==> src/rtl/expand_a.sv <==
// expand_a: ML-DSA ExpandA, rejection-samples a SHAKE128 stream into the K x L matrix A in coefficient RAM.
// Optional EXPANDA_STATE_CACHE_EN absorbs rho once and restores the cached sponge state per polynomial.
module expand_a #(
  parameter int K = 8,
  parameter int L = 7,
  parameter int BASE_OFFSET = 0
) (
  input  logic        clk,
  input  logic        rst,
  input  logic        start,
  input  logic [63:0] rho,
  output logic        done,
  output logic        we_matA,
  output logic [11:0] addr_matA,
  output logic [95:0] din_matA,
  output logic        absorb_next_poly,
  output logic [63:0] shake_data_in,
  output logic        in_valid,
  output logic        in_last,
  output logic [6:0]  last_len,
  output logic        cache_rd,
  output logic        cache_wr,
  output logic        out_ready,
  input  logic [63:0] shake_data_out,
  input  logic        out_valid,
  input  logic        in_ready
);
  typedef enum logic [3:0] {IDLE, LOAD, CLEAR, CRD, ABSORB, CWR, SQUEEZE, NEXT, DONE} state_t;
  state_t state, nxt;
  logic [63:0] rho_r [4];
  logic [2:0]  w;
  logic [7:0]  k, l, n;
  logic [5:0]  p;
  logic [3:0]  cnt;
  logic [79:0] bbuf;
  logic [95:0] pack;
  logic [22:0] t;
  logic        proc, ok;
`ifdef EXPANDA_STATE_CACHE_EN
  logic        pre;
`endif
  // bytes b0,b1,b2 with the top bit of b2 masked form the low 23 bits of the buffer
  assign t = bbuf[22:0];
  assign proc = state == SQUEEZE && cnt >= 4'd3;
  assign ok = proc && t < 23'd8380417;
  assign absorb_next_poly = state == CLEAR;
  assign in_valid = state == ABSORB;
  assign in_last = in_valid && w == 3'd4;
  assign last_len = in_last ? 7'd16 : 7'd0;
  assign shake_data_in = !in_valid ? 64'd0 : w == 3'd4 ? {48'd0, k, l} : rho_r[w[1:0]];
  assign out_ready = state == SQUEEZE && cnt <= 4'd2;
`ifdef EXPANDA_STATE_CACHE_EN
  assign cache_rd = state == CRD;
  assign cache_wr = state == CWR;
`else
  assign cache_rd = 1'b0;
  assign cache_wr = 1'b0;
`endif
  always_comb begin
    nxt = state;
    case (state)
      IDLE:    nxt = start ? LOAD : IDLE;
      LOAD:    nxt = w == 3'd3 ? CLEAR : LOAD;
`ifdef EXPANDA_STATE_CACHE_EN
      CLEAR:   nxt = pre ? ABSORB : CRD;
      CRD:     nxt = ABSORB;
      ABSORB:  nxt = !in_ready ? ABSORB : (pre && w == 3'd3) ? CWR : w == 3'd4 ? SQUEEZE : ABSORB;
      CWR:     nxt = CLEAR;
`else
      CLEAR:   nxt = ABSORB;
      ABSORB:  nxt = (in_ready && w == 3'd4) ? SQUEEZE : ABSORB;
`endif
      SQUEEZE: nxt = (ok && n == 8'd255) ? NEXT : SQUEEZE;
      NEXT:    nxt = p == 6'(K * L - 1) ? DONE : CLEAR;
      DONE:    nxt = IDLE;
      default: nxt = IDLE;
    endcase
  end
  always_ff @(posedge clk) begin
    if (!rst) begin
      state <= IDLE;
      done <= 1'b0;
      we_matA <= 1'b0;
      addr_matA <= '0;
      din_matA <= '0;
      rho_r <= '{default: '0};
      w <= '0;
      k <= '0;
      l <= '0;
      n <= '0;
      p <= '0;
      cnt <= '0;
      bbuf <= '0;
      pack <= '0;
`ifdef EXPANDA_STATE_CACHE_EN
      pre <= 1'b0;
`endif
    end else begin
      state <= nxt;
      we_matA <= 1'b0;
      case (state)
        IDLE: if (start) begin
          done <= 1'b0;
          w <= '0;
          k <= '0;
          l <= '0;
          p <= '0;
        end
        LOAD: begin
          rho_r[w[1:0]] <= rho;
          w <= w + 3'd1;
`ifdef EXPANDA_STATE_CACHE_EN
          pre <= 1'b1;
`endif
        end
        CLEAR: begin
          cnt <= '0;
          bbuf <= '0;
          n <= '0;
`ifdef EXPANDA_STATE_CACHE_EN
          w <= pre ? 3'd0 : 3'd4;
`else
          w <= 3'd0;
`endif
        end
        ABSORB: if (in_ready) w <= w + 3'd1;
`ifdef EXPANDA_STATE_CACHE_EN
        CWR: pre <= 1'b0;
`endif
        SQUEEZE: begin
          if (proc) begin
            bbuf <= bbuf >> 24;
            cnt <= cnt - 4'd3;
            if (ok) begin
              n <= n + 8'd1;
              pack[n[1:0] * 24 +: 24] <= {1'b0, t};
              if (n[1:0] == 2'd3) begin
                we_matA <= 1'b1;
                addr_matA <= 12'(BASE_OFFSET) + {p, 6'd0} + {6'd0, n[7:2]};
                din_matA <= {1'b0, t, pack[71:0]};
              end
            end
          end else if (out_valid && out_ready) begin
            bbuf <= bbuf | (80'(shake_data_out) << {cnt, 3'b0});
            cnt <= cnt + 4'd8;
          end
        end
        NEXT: begin
          p <= p + 6'd1;
          l <= l == 8'(L - 1) ? 8'd0 : l + 8'd1;
          k <= l == 8'(L - 1) ? k + 8'd1 : k;
        end
        DONE: done <= 1'b1;
        default: ;
      endcase
    end
  end
endmodule

==> config.mk <==
export PLATFORM = sky130hd
export DESIGN_NAME = expand_a
export DESIGN_NICKNAME = d
export VERILOG_FILES = /design/src/rtl/expand_a.sv
export SDC_FILE = /design/constraint.sdc
export NUM_CORES = 1
export LEC_CHECK = 0
export CORE_MARGIN = 1.5
export CORE_UTILIZATION = 30
export CTS_BUF_LIST = sky130_fd_sc_hd__clkbuf_16
export DETAILED_ROUTE_END_ITERATION = 10
export SLEW_MARGIN = 25
export SYNTH_ARGS = -nofsm -noshare
export SYNTH_HDL_FRONTEND = slang
export SYNTH_SLANG_ARGS = --single-unit
==> constraint.sdc <==
create_clock -name clk -period 3.7 [get_ports clk]
set_clock_uncertainty 0.2 [all_clocks]
set_input_delay 1.11 -clock clk [delete_from_list [all_inputs] [get_ports clk]]
set_output_delay 1.11 -clock clk [all_outputs]
set_load 0.02 [all_outputs]
==> run summary, run 1 <==
Status: finished, final reports clean
Ys async rst share: 0%
Final hold violation count: 0
Area share of fa/ha/maj cells after synthesis: 0.797%
Post-Syn Area: 25100 um2
First-pass GRT wire length: 133 mm
Count leader, synth: nand2_1
Clk root buf: clkbuf_16
Die Y: 292 um
YS warnings: 0
Placed insts: 4232
Final WS setup: 0.0670 ns
Crit path DAT: 2.32 ns
Seq/Total Area, Yosys: 44.2%
Max stage delay on crit path: 0.54 ns
Post-synthesis compound-gate area fraction: 19.1%
Chip width: 292 um
TritonCTS clock tree: built
Antenna Nets Post-Route: 0
Design Area, Final: 31500 um2
Die footprint: 85500 um2
HPWL after DPL: 57.2 mm
Slowest CP cell: mux4_2
Via count: 23.0k
Final nets: 3381
Syn-to-layout area delta: 25.2%
Top-area cell type share of the netlist area: 44.2%
XOR/XNOR share of the synthesized area: 0.488%
TritonRoute pass-1 iters: 7
Core ar.: 82500 um2
Yosys top cell by area: dfxtp_1
Initial antenna violation count: 6
Fin crit share: 98.2%
F_max: 275 MHz
Sink Count: 555
Setup TNS: 0 ns
Top cells by count, synth: 762 x nand2_1, 555 x dfxtp_1, 391 x a21oi_1
FP Rows: 105
Placed Area: 29300 um2
TritonCTS buffer count: 67
EDFF count, synth: 0
Crit Path Category: reg -> out
Ports: 320
Pins Over Slew Limit: 0
Mux contribution to synthesized area: 9.72%
Routed wire length: 87.0 mm
Worst EP required: 2.39 ns
Synth Area in Simple Gates: 20.6%
Post-route non-filler standard cell count: 4352
Max IR drop VDD: 0.371 mV
Largest family of logic cells by synthesized area: simple AND/OR/NAND/NOR gates
Clock Latency Late Sink: 0.60 ns
Initial drt markers: 1787
Main synth FF type: dfxtp_1
Max FO, Critical Path: 27
Fill cells: 8385
Wire length per cell: 20.0 um
Gate Count Post-Synth: 3035
DP Worst Slack: 0.341 ns
RSZ-0062 raised after global routing: yes
Hold-fix buffers, CTS: 0
Remaining Overflow, GRT: 0
Pleak: 11.0 nW
Area of the multi-input gates: 12900 um2
Residual DRC: 0
Port Buffer Count: 310
Worst Max-Slew Pin Slew: 1.05 ns
Slew HR: 29.8%
Avg Inst Size Synth: 8.28 um2
Worst min path class: reg -> reg
Vias in the first global route: 22.0k
Synth top area cells: dfxtp_1 44%, nand2_1 11%, a21oi_1 7.8%
Yosys reg bits: 555
Synth cell types: 82
Clock slew at reported path FFs: 0.06 ns
Largest net degree at the start of global routing: 158
Vias per inst: 5.28
Critical Path End Type: primary output
Initial Util: 30.5%
Crit-path cells: buf_16 > mux4_2 > a22o_1 > clkdlybuf4s15_2
Sequential cell area: 11100 um2
Startpoint class of the critical path: flop
Minimum clock period: 3.63 ns
GRT Util Overall: 19.7%
Max Root-Sink Buffers: 3
Core Util, Final: 38.1%
Share of cells above drive strength 1: 11.1%
Final setup fails: 0
H-tree Lvls: 3
Max-Cap Viols: 0
RePlAce Congestion: 0.884
PD cells: 422 nW/um2
[where the power goes]
part	internal (W)	switching [W]	leakage, nW
registers	0.00604	0.0000376	4.48
clock network	0.00370	0.00274	1.07
logic	0.000322	0.000439	5.45
[flip-flops by register name, indices dropped and copies added (netlist names)]
register,count
we_matA,1
w,3
rho_r,256
bbuf,77
k,8
l,8
done,1
p,6
cnt,4
state,4
din_matA,95
pack,72
n,8
addr_matA,12
[cell families after synthesis]
| family | count (synthesis) |
|---|---|
| other cells | 1 |
| fa+ha+maj | 16 |
| compound gates | 815 |
| buf+inv | 291 |
| mux | 156 |
| flops | 555 |
| simple gates | 1187 |
| xor+xnor | 14 |
[layout make-up]
class	count	share of cell area, %
multi-input cells	2197	40.9
well taps	1070	4.26
clock inverters	49	1.30
inverters	16	0.215
flip-flops and latches	555	35.4
clock buffers	69	5.49
diodes	1	0.00795
repair buffers	395	12.5
[worst paths after layout]
| check | start | end | cells after the start | slack, ns |
|---|---|---|---|---|
| worst max-delay path | w[0] | shake_data_in[15] | 4 | 0.07 |
| worst min-delay path | rho_r[32] | rho_r[32] | 2 | 0.25 |
| worst max register to register | n[0] | pack[46] | 8 | 0.59 |
| worst min register to register | rho_r[32] | rho_r[32] | 2 | 0.25 |
[per-layer routing]
metal | track usage, % | up-vias | wire [um]
met5 | 0 | - | 68
met3 | 3.88 | 183 | 5680
met1 | 24.9 | 11000 | 36600
met4 | 7.19 | 10 | 2810
li1 | - | 11100 | -
met2 | 33.2 | 772 | 41800
[stage by stage]
step	hold slack [ns]	total power, W
after global routing	0.267	0.0137
after global placement	0.233	0.00696
after detailed placement	0.242	0.00696
final	0.249	0.0133
after floorplan	0.220	0.00660
after CTS	0.251	0.0134
[placed cells by master (no fill, tap or decap), types with 14 or more instances in the layout]
master | synthesis | layout
nand2b_1 | 18 | 18
a211oi_1 | 24 | 24
a21oi_1 | 391 | 390
nand3_1 | 145 | 145
and3_1 | 65 | 65
clkinv_1 | 1 | 18
a22o_1 | 25 | 25
buf_4 | 14 | 69
a22oi_1 | 25 | 25
o21ai_0 | 178 | 177
clkdlybuf4s50_1 | 0 | 241
mux2i_1 | 55 | 55
nor2b_1 | 15 | 15
nand2_1 | 762 | 757
dfxtp_1 | 555 | 551
inv_1 | 15 | 23
buf_12 | 0 | 14
clkbuf_16 | 0 | 70
a221oi_1 | 18 | 18
mux4_2 | 67 | 67
dlymetal6s2s_1 | 0 | 26
o21ai_1 | 24 | 23
nor3_1 | 14 | 14
o31ai_1 | 23 | 23
nor2_1 | 100 | 98
ha_1 | 16 | 15
clkbuf_2 | 0 | 24
mux2_2 | 34 | 34
[critical path: cells and delay by family, from the launching register on]
| family | cells | cell delay, ns |
|---|---|---|
| AOI/OAI and AO/OA | 1 | 0.24 |
| buffers and inverters | 2 | 0.51 |
| DFF | 1 | 0.41 |
| muxes | 1 | 0.54 |
[timing repair]
item / in CTS / in global routing
setup endpoints to repair: 68 / 64
pin swaps: 0 / 1
gates cloned: 0 / 1
resized for setup: 80 / 73
setup buffers: 0 / 0
(Power assumes the default switching activity.)
==> inputs of run 2 (changes only) <==
REMOVE_ABC_BUFFERS = 1   (was default)
==> run 2 against run 1 <==
Worst setup slack improved by 0.0076 ns. Global-route usage grew 0.68 points. Non-clock buffer count is 23 higher. Core utilization grew 0.37 points. Cell area is 0.96% higher. Combinational power grew 5.2%. Sequential share of layout area is 0.34 points lower. Critical path type unchanged. Fmax grew 0.21%. Routed wire length increased by 3.1%.
==> run summary, run 2 (synthesis results as in run 1) <==
Status: finished, final reports clean
Sink Count: 555
Ports: 320
Area of the multi-input gates: 12900 um2
Clock share of power: 49.4%
Top Registers: rho_r: 256 flops, din_matA: 95 flops, bbuf: 77 flops
Port Buffer Count: 310
Flop2flop setup slack: 0.74 ns
Final nets: 3404
F_max: 276 MHz
Residual DRC: 0
Max Root-Sink Buffers: 3
Max IR drop VDD: 0.322 mV
Chip width: 292 um
Part of the power in registers: 44.7%
Worst Hold Slack: 0.248 ns
Max FO, Critical Path: 12
Initial antenna violation count: 6
Worst r2r src: state[1]
Reg-to-reg endpoint: din_matA[63]
P_sw: 0.00328 W
Logic pwr share: 5.9%
Initial drt markers: 1936
Largest register FFs: 256
Remaining Overflow, GRT: 0
Largest reg by FF count: rho_r
Startpoint class of the critical path: flop
RePlAce Congestion: 0.897
Setup crit start: w[0]
Crit path DAT: 2.32 ns
Routed wire length: 89.7 mm
Minimum clock period: 3.63 ns
Placed Area: 29400 um2
Fill cells: 8490
Vias per inst: 5.35
Worst Max-Slew Pin Slew: 1.02 ns
Syn-to-layout area delta: 26.4%
Leading cell types in the layout, fill and taps excluded: 757 x nand2_1, 551 x dfxtp_1, 390 x a21oi_1, 241 x clkdlybuf4s50_1, 177 x o21ai_0
Worst EP required: 2.39 ns
Crit path to: shake_data_in[61]
Die footprint: 85500 um2
Final hold violation count: 0
Crit Path Category: reg -> out
H-tree Lvls: 3
Die Y: 292 um
HPWL after DPL: 56.8 mm
Worst min path class: reg -> reg
FF-to-FF path depth: 8
Antenna Nets Post-Route: 0
Fin crit share: 98.0%
Max-Cap Viols: 0
PD cells: 428 nW/um2
Clock slew at reported path FFs: 0.06 ns
Antenna diodes: 0
GRT Util Overall: 20.4%
Via count: 23.4k
Largest net degree at the start of global routing: 125
TritonCTS buffer count: 67
FP Rows: 105
TritonCTS clock tree: built
Pins Over Slew Limit: 0
Vias in the first global route: 22.4k
Cell-internal power: 0.0103 W
Share of cells above drive strength 1: 11.4%
Hold-fix buffers, CTS: 0
Pleak: 10.9 nW
Wire length per cell: 20.5 um
First-pass GRT wire length: 137 mm
Slew HR: 31.6%
Core ar.: 82500 um2
Clk root buf: clkbuf_16
Final setup fails: 0
Critical Path End Type: primary output
Sw Ratio: 24.2%
TritonRoute pass-1 iters: 6
Sequential cell area: 11100 um2
Design Area, Final: 31800 um2
Most common cell after layout, fill and taps aside: nand2_1
Initial Util: 30.5%
Clock Latency Late Sink: 0.63 ns
==> run 2: worst min path at each step <==
stage	startpoint	to	slack, ns	cells after the start
final	bbuf[67]	bbuf[67]	0.25	2
after global routing	rho_r[47]	rho_r[47]	0.27	2
after CTS	rho_r[83]	rho_r[83]	0.25	2
after detailed placement	bbuf[67]	bbuf[67]	0.24	2
after global placement	bbuf[67]	bbuf[67]	0.23	2
after floorplan	bbuf[67]	bbuf[67]	0.22	2
==> run 2: final cells by class <==
| class | count | share of cell area (%) |
|---|---|---|
| Clock buffer | 67 | 5.28 |
| Clock inverter | 51 | 1.79 |
| Inverter | 16 | 0.213 |
| Multi-Input combinational cell | 2197 | 40.5 |
| Sequential cell | 555 | 35.0 |
| Tap cell | 1070 | 4.22 |
| Timing Repair Buffer | 418 | 12.9 |
==> run 2: layer usage <==
| metal | vias to the layer above | track usage (%) | share of wire, % |
|---|---|---|---|
| met5 | - | 0 | 0.090 |
| met4 | 12 | 7.81 | 3.7 |
| met3 | 194 | 4.82 | 7.9 |
| met2 | 837 | 33.6 | 47 |
| met1 | 11300 | 25.7 | 42 |
| li1 | 11100 | - | - |
==> run 2: through the flow <==
stage | std cells | TNS, ns | setup slack (ns) | util [%] | power [W]
2_1_floorplan | 2768 | -1710.39 | -5.12 | - | 0.00656
3_3_place_gp | 4237 | 0 | 0.212 | 35.6 | 0.00696
3_5_place_dp | 4237 | 0 | 0.209 | 35.6 | 0.00697
4_1_cts | 4365 | -0.468 | -0.0464 | 38.5 | 0.0137
5_1_grt | 4374 | -0.000781 | -0.000781 | 38.5 | 0.0140
6_report | 4374 | 0 | 0.0746 | 38.5 | 0.0136
==> run 2: timing repair <==
| action | 4_1_cts | 5_1_grt |
|---|---|---|
| setup endpoints to repair | 69 | 44 |
| gates resized for setup | 95 | 53 |
| cloned | 5 | 0 |
| setup buffers | 5 | 9 |
| pin swaps | 1 | 0 |
==> run 2: worst max-delay path, stage by stage, from the launching register on <==
cell	delay (ns)
dfxtp_4	0.40
buf_4	0.14
buf_16	0.14
mux4_2	0.50
and3_1	0.20
dlygate4sd2_1	0.32
==> run 2: power by group through the flow <==
stage / Sequential [W] / Combinational, W / Clock, W
3_3_place_gp: 0.00620 / 0.000757 / 0
2_1_floorplan: 0.00622 / 0.000349 / 0
3_5_place_dp: 0.00620 / 0.000763 / 0
4_1_cts: 0.00607 / 0.000789 / 0.00685
6_report: 0.00607 / 0.000802 / 0.00671
5_1_grt: 0.00607 / 0.000861 / 0.00710
==> inputs of run 3 (changes only) <==
CORE_MARGIN = 10   (was 1.5)
==> run 3 against run 2 <==
The flow now finishes with violations (negative setup slack). Fmax fell by 2.2%. Sequential power about the same. Register-to-register slack worse by 0.07 ns. Clock-buffer cell count grew 1. Flip-flop and latch count did not move.
==> run summary, run 3 (synthesis results as in run 1) <==
First-pass GRT wire length: 138 mm
Worst min path class: reg -> reg
Vias per inst: 5.37
Largest register FFs: 256
TritonRoute pass-1 iters: 7
Most common cell after layout, fill and taps aside: nand2_1
Critical Path End Type: primary output
Core ar.: 83300 um2
GRT Util Overall: 18.4%
Max stage delay on crit path: 0.48 ns
Initial Util: 30.2%
TritonCTS clock tree: built
Clock slew at reported path FFs: 0.06 ns
Die Y: 309 um
Crit Path Category: reg -> out
Die footprint: 95700 um2
Largest reg by FF count: rho_r
Via count: 23.5k
Max Root-Sink Buffers: 3
Leading cell types in the layout, fill and taps excluded: 757 x nand2_1, 551 x dfxtp_1, 390 x a21oi_1, 240 x clkdlybuf4s50_1, 177 x o21ai_0
Share of cells above drive strength 1: 11.7%
Final hold violation count: 0
Pins Over Slew Limit: 0
F_max: 270 MHz
Residual DRC: 0
Initial drt markers: 1952
Port Buffer Count: 310
HPWL after DPL: 59.3 mm
Initial antenna violation count: 13
Minimum clock period: 3.71 ns
Routed wire length: 92.8 mm
Final setup fails: 1
Remaining Overflow, GRT: 0
PD cells: 425 nW/um2
Max-Cap Viols: 0
FP Rows: 106
Worst Max-Slew Pin Slew: 1.10 ns
Final WS setup: -0.00863 ns
Startpoint class of the critical path: flop
Clk root buf: clkbuf_16
Max FO, Critical Path: 7
Vias in the first global route: 22.3k
Crit-path cells: buf_6 > buf_6 > buf_16 > buf_4 > mux4_2 > a22o_1 > buf_4
Pleak: 10.8 nW
H-tree Lvls: 3
Slowest CP cell: mux4_2
Sink Count: 555
TritonCTS buffer count: 67
Top delay family on crit path: buffers and inverters
Antenna diodes: 0
Ports: 320
Fin crit share: 100%
Critical path buffers and inverters: 5
Power Total: 0.0134 W
Worst EP required: 2.39 ns
Chip width: 309 um
Slew HR: 26.7%
Largest net degree at the start of global routing: 107
Final nets: 3400
Status: finished, violations left
Wire length per cell: 21.2 um
RSZ-0062 raised after global routing: yes
RePlAce Congestion: 0.867
Antenna Nets Post-Route: 0
Syn-to-layout area delta: 25.8%
Hold-fix buffers, CTS: 0
Worst Hold Slack: 0.249 ns
Crit path DAT: 2.40 ns
Fill cells: 8525
Top Registers: rho_r: 256 flops, din_matA: 95 flops, bbuf: 77 flops
Max IR drop VDD: 0.298 mV
Failing checks: negative setup slack
Clock Latency Late Sink: 0.62 ns
==> run 3: cell types whose count changed in the layout (fill, tap and decap cells not counted), sizes merged <==
cell,change
buf,+6
bufbuf,-2
bufinv,-2
clkbuf,-3
clkdlybuf4s15,+6
clkdlybuf4s50,-1
clkinv,-2
dlygate4sd2,-11
dlymetal6s2s,+2
inv,-1
==> run 3: cell type report <==
class,count,area (um2),area share [%]
clock inverter,46,442,1.40
timing repair buffer,414,4070,12.9
inverter,16,67.6,0.214
multi-input combinational,2197,12900,40.7
clock buffer,68,1700,5.38
sequential,555,11100,35.2
tap,1080,1350,4.27
==> run 3: power breakdown <==
group | leakage (nW) | switching [W] | total (W) | internal [W]
Sequential | 4.48 | 0.0000346 | 0.00607 | 0.00604
Clock | 1.09 | 0.00278 | 0.00656 | 0.00379
Combinational | 5.25 | 0.000456 | 0.000796 | 0.000340
==> run 3: stage by stage <==
stage	setup TNS, ns	setup slack [ns]	cells	utilization (%)	instance area [um2]
after floorplan	-1710.39	-5.12	2768	-	23900
after global placement	0	0.329	4245	35.2	29300
after detailed placement	0	0.328	4245	35.2	29300
after CTS	-0.338	-0.186	4369	38.0	31600
after global routing	-0.126	-0.0588	4376	38.0	31600
final	-0.00863	-0.00863	4376	38.0	31600
==> run 3: worst reg2reg max path: cells and delay by family, from the launching register on <==
kind / cells / cell delay [ns]
DFF: 1 / 0.38
and+or+nand+nor: 3 / 0.82
buffers and inverters: 3 / 0.96
AOI/OAI and AO/OA: 2 / 0.59
==> run 3: layer usage <==
metal  part of all wire (%)  wire, um  global-route usage, %
met1                     41     37900                   22.8
met2                     46     42400                   30.0
met3                    9.4      8740                   5.28
met4                    3.9      3600                   7.41
met5                   0.15       143                      0
==> run 3: final timing paths <==
check / slack (ns) / start / end / depth (start not counted)
max reg2reg: 0.67 / state[1] / din_matA[78] / 8
max: -0.009 / w[0] / shake_data_in[8] / 7
min: 0.25 / rho_r[68] / rho_r[68] / 2
min reg2reg: 0.25 / rho_r[68] / rho_r[68] / 2
==> run 3: what timing repair did <==
action | 4_1_cts | 5_1_grt
setup endpoints to repair | 69 | 53
endpoints found under the hold margin | 0 | 0
gates resized for setup | 151 | 45
setup buffers | 6 | 6
pin swaps | 1 | 0
gates cloned | 4 | 1
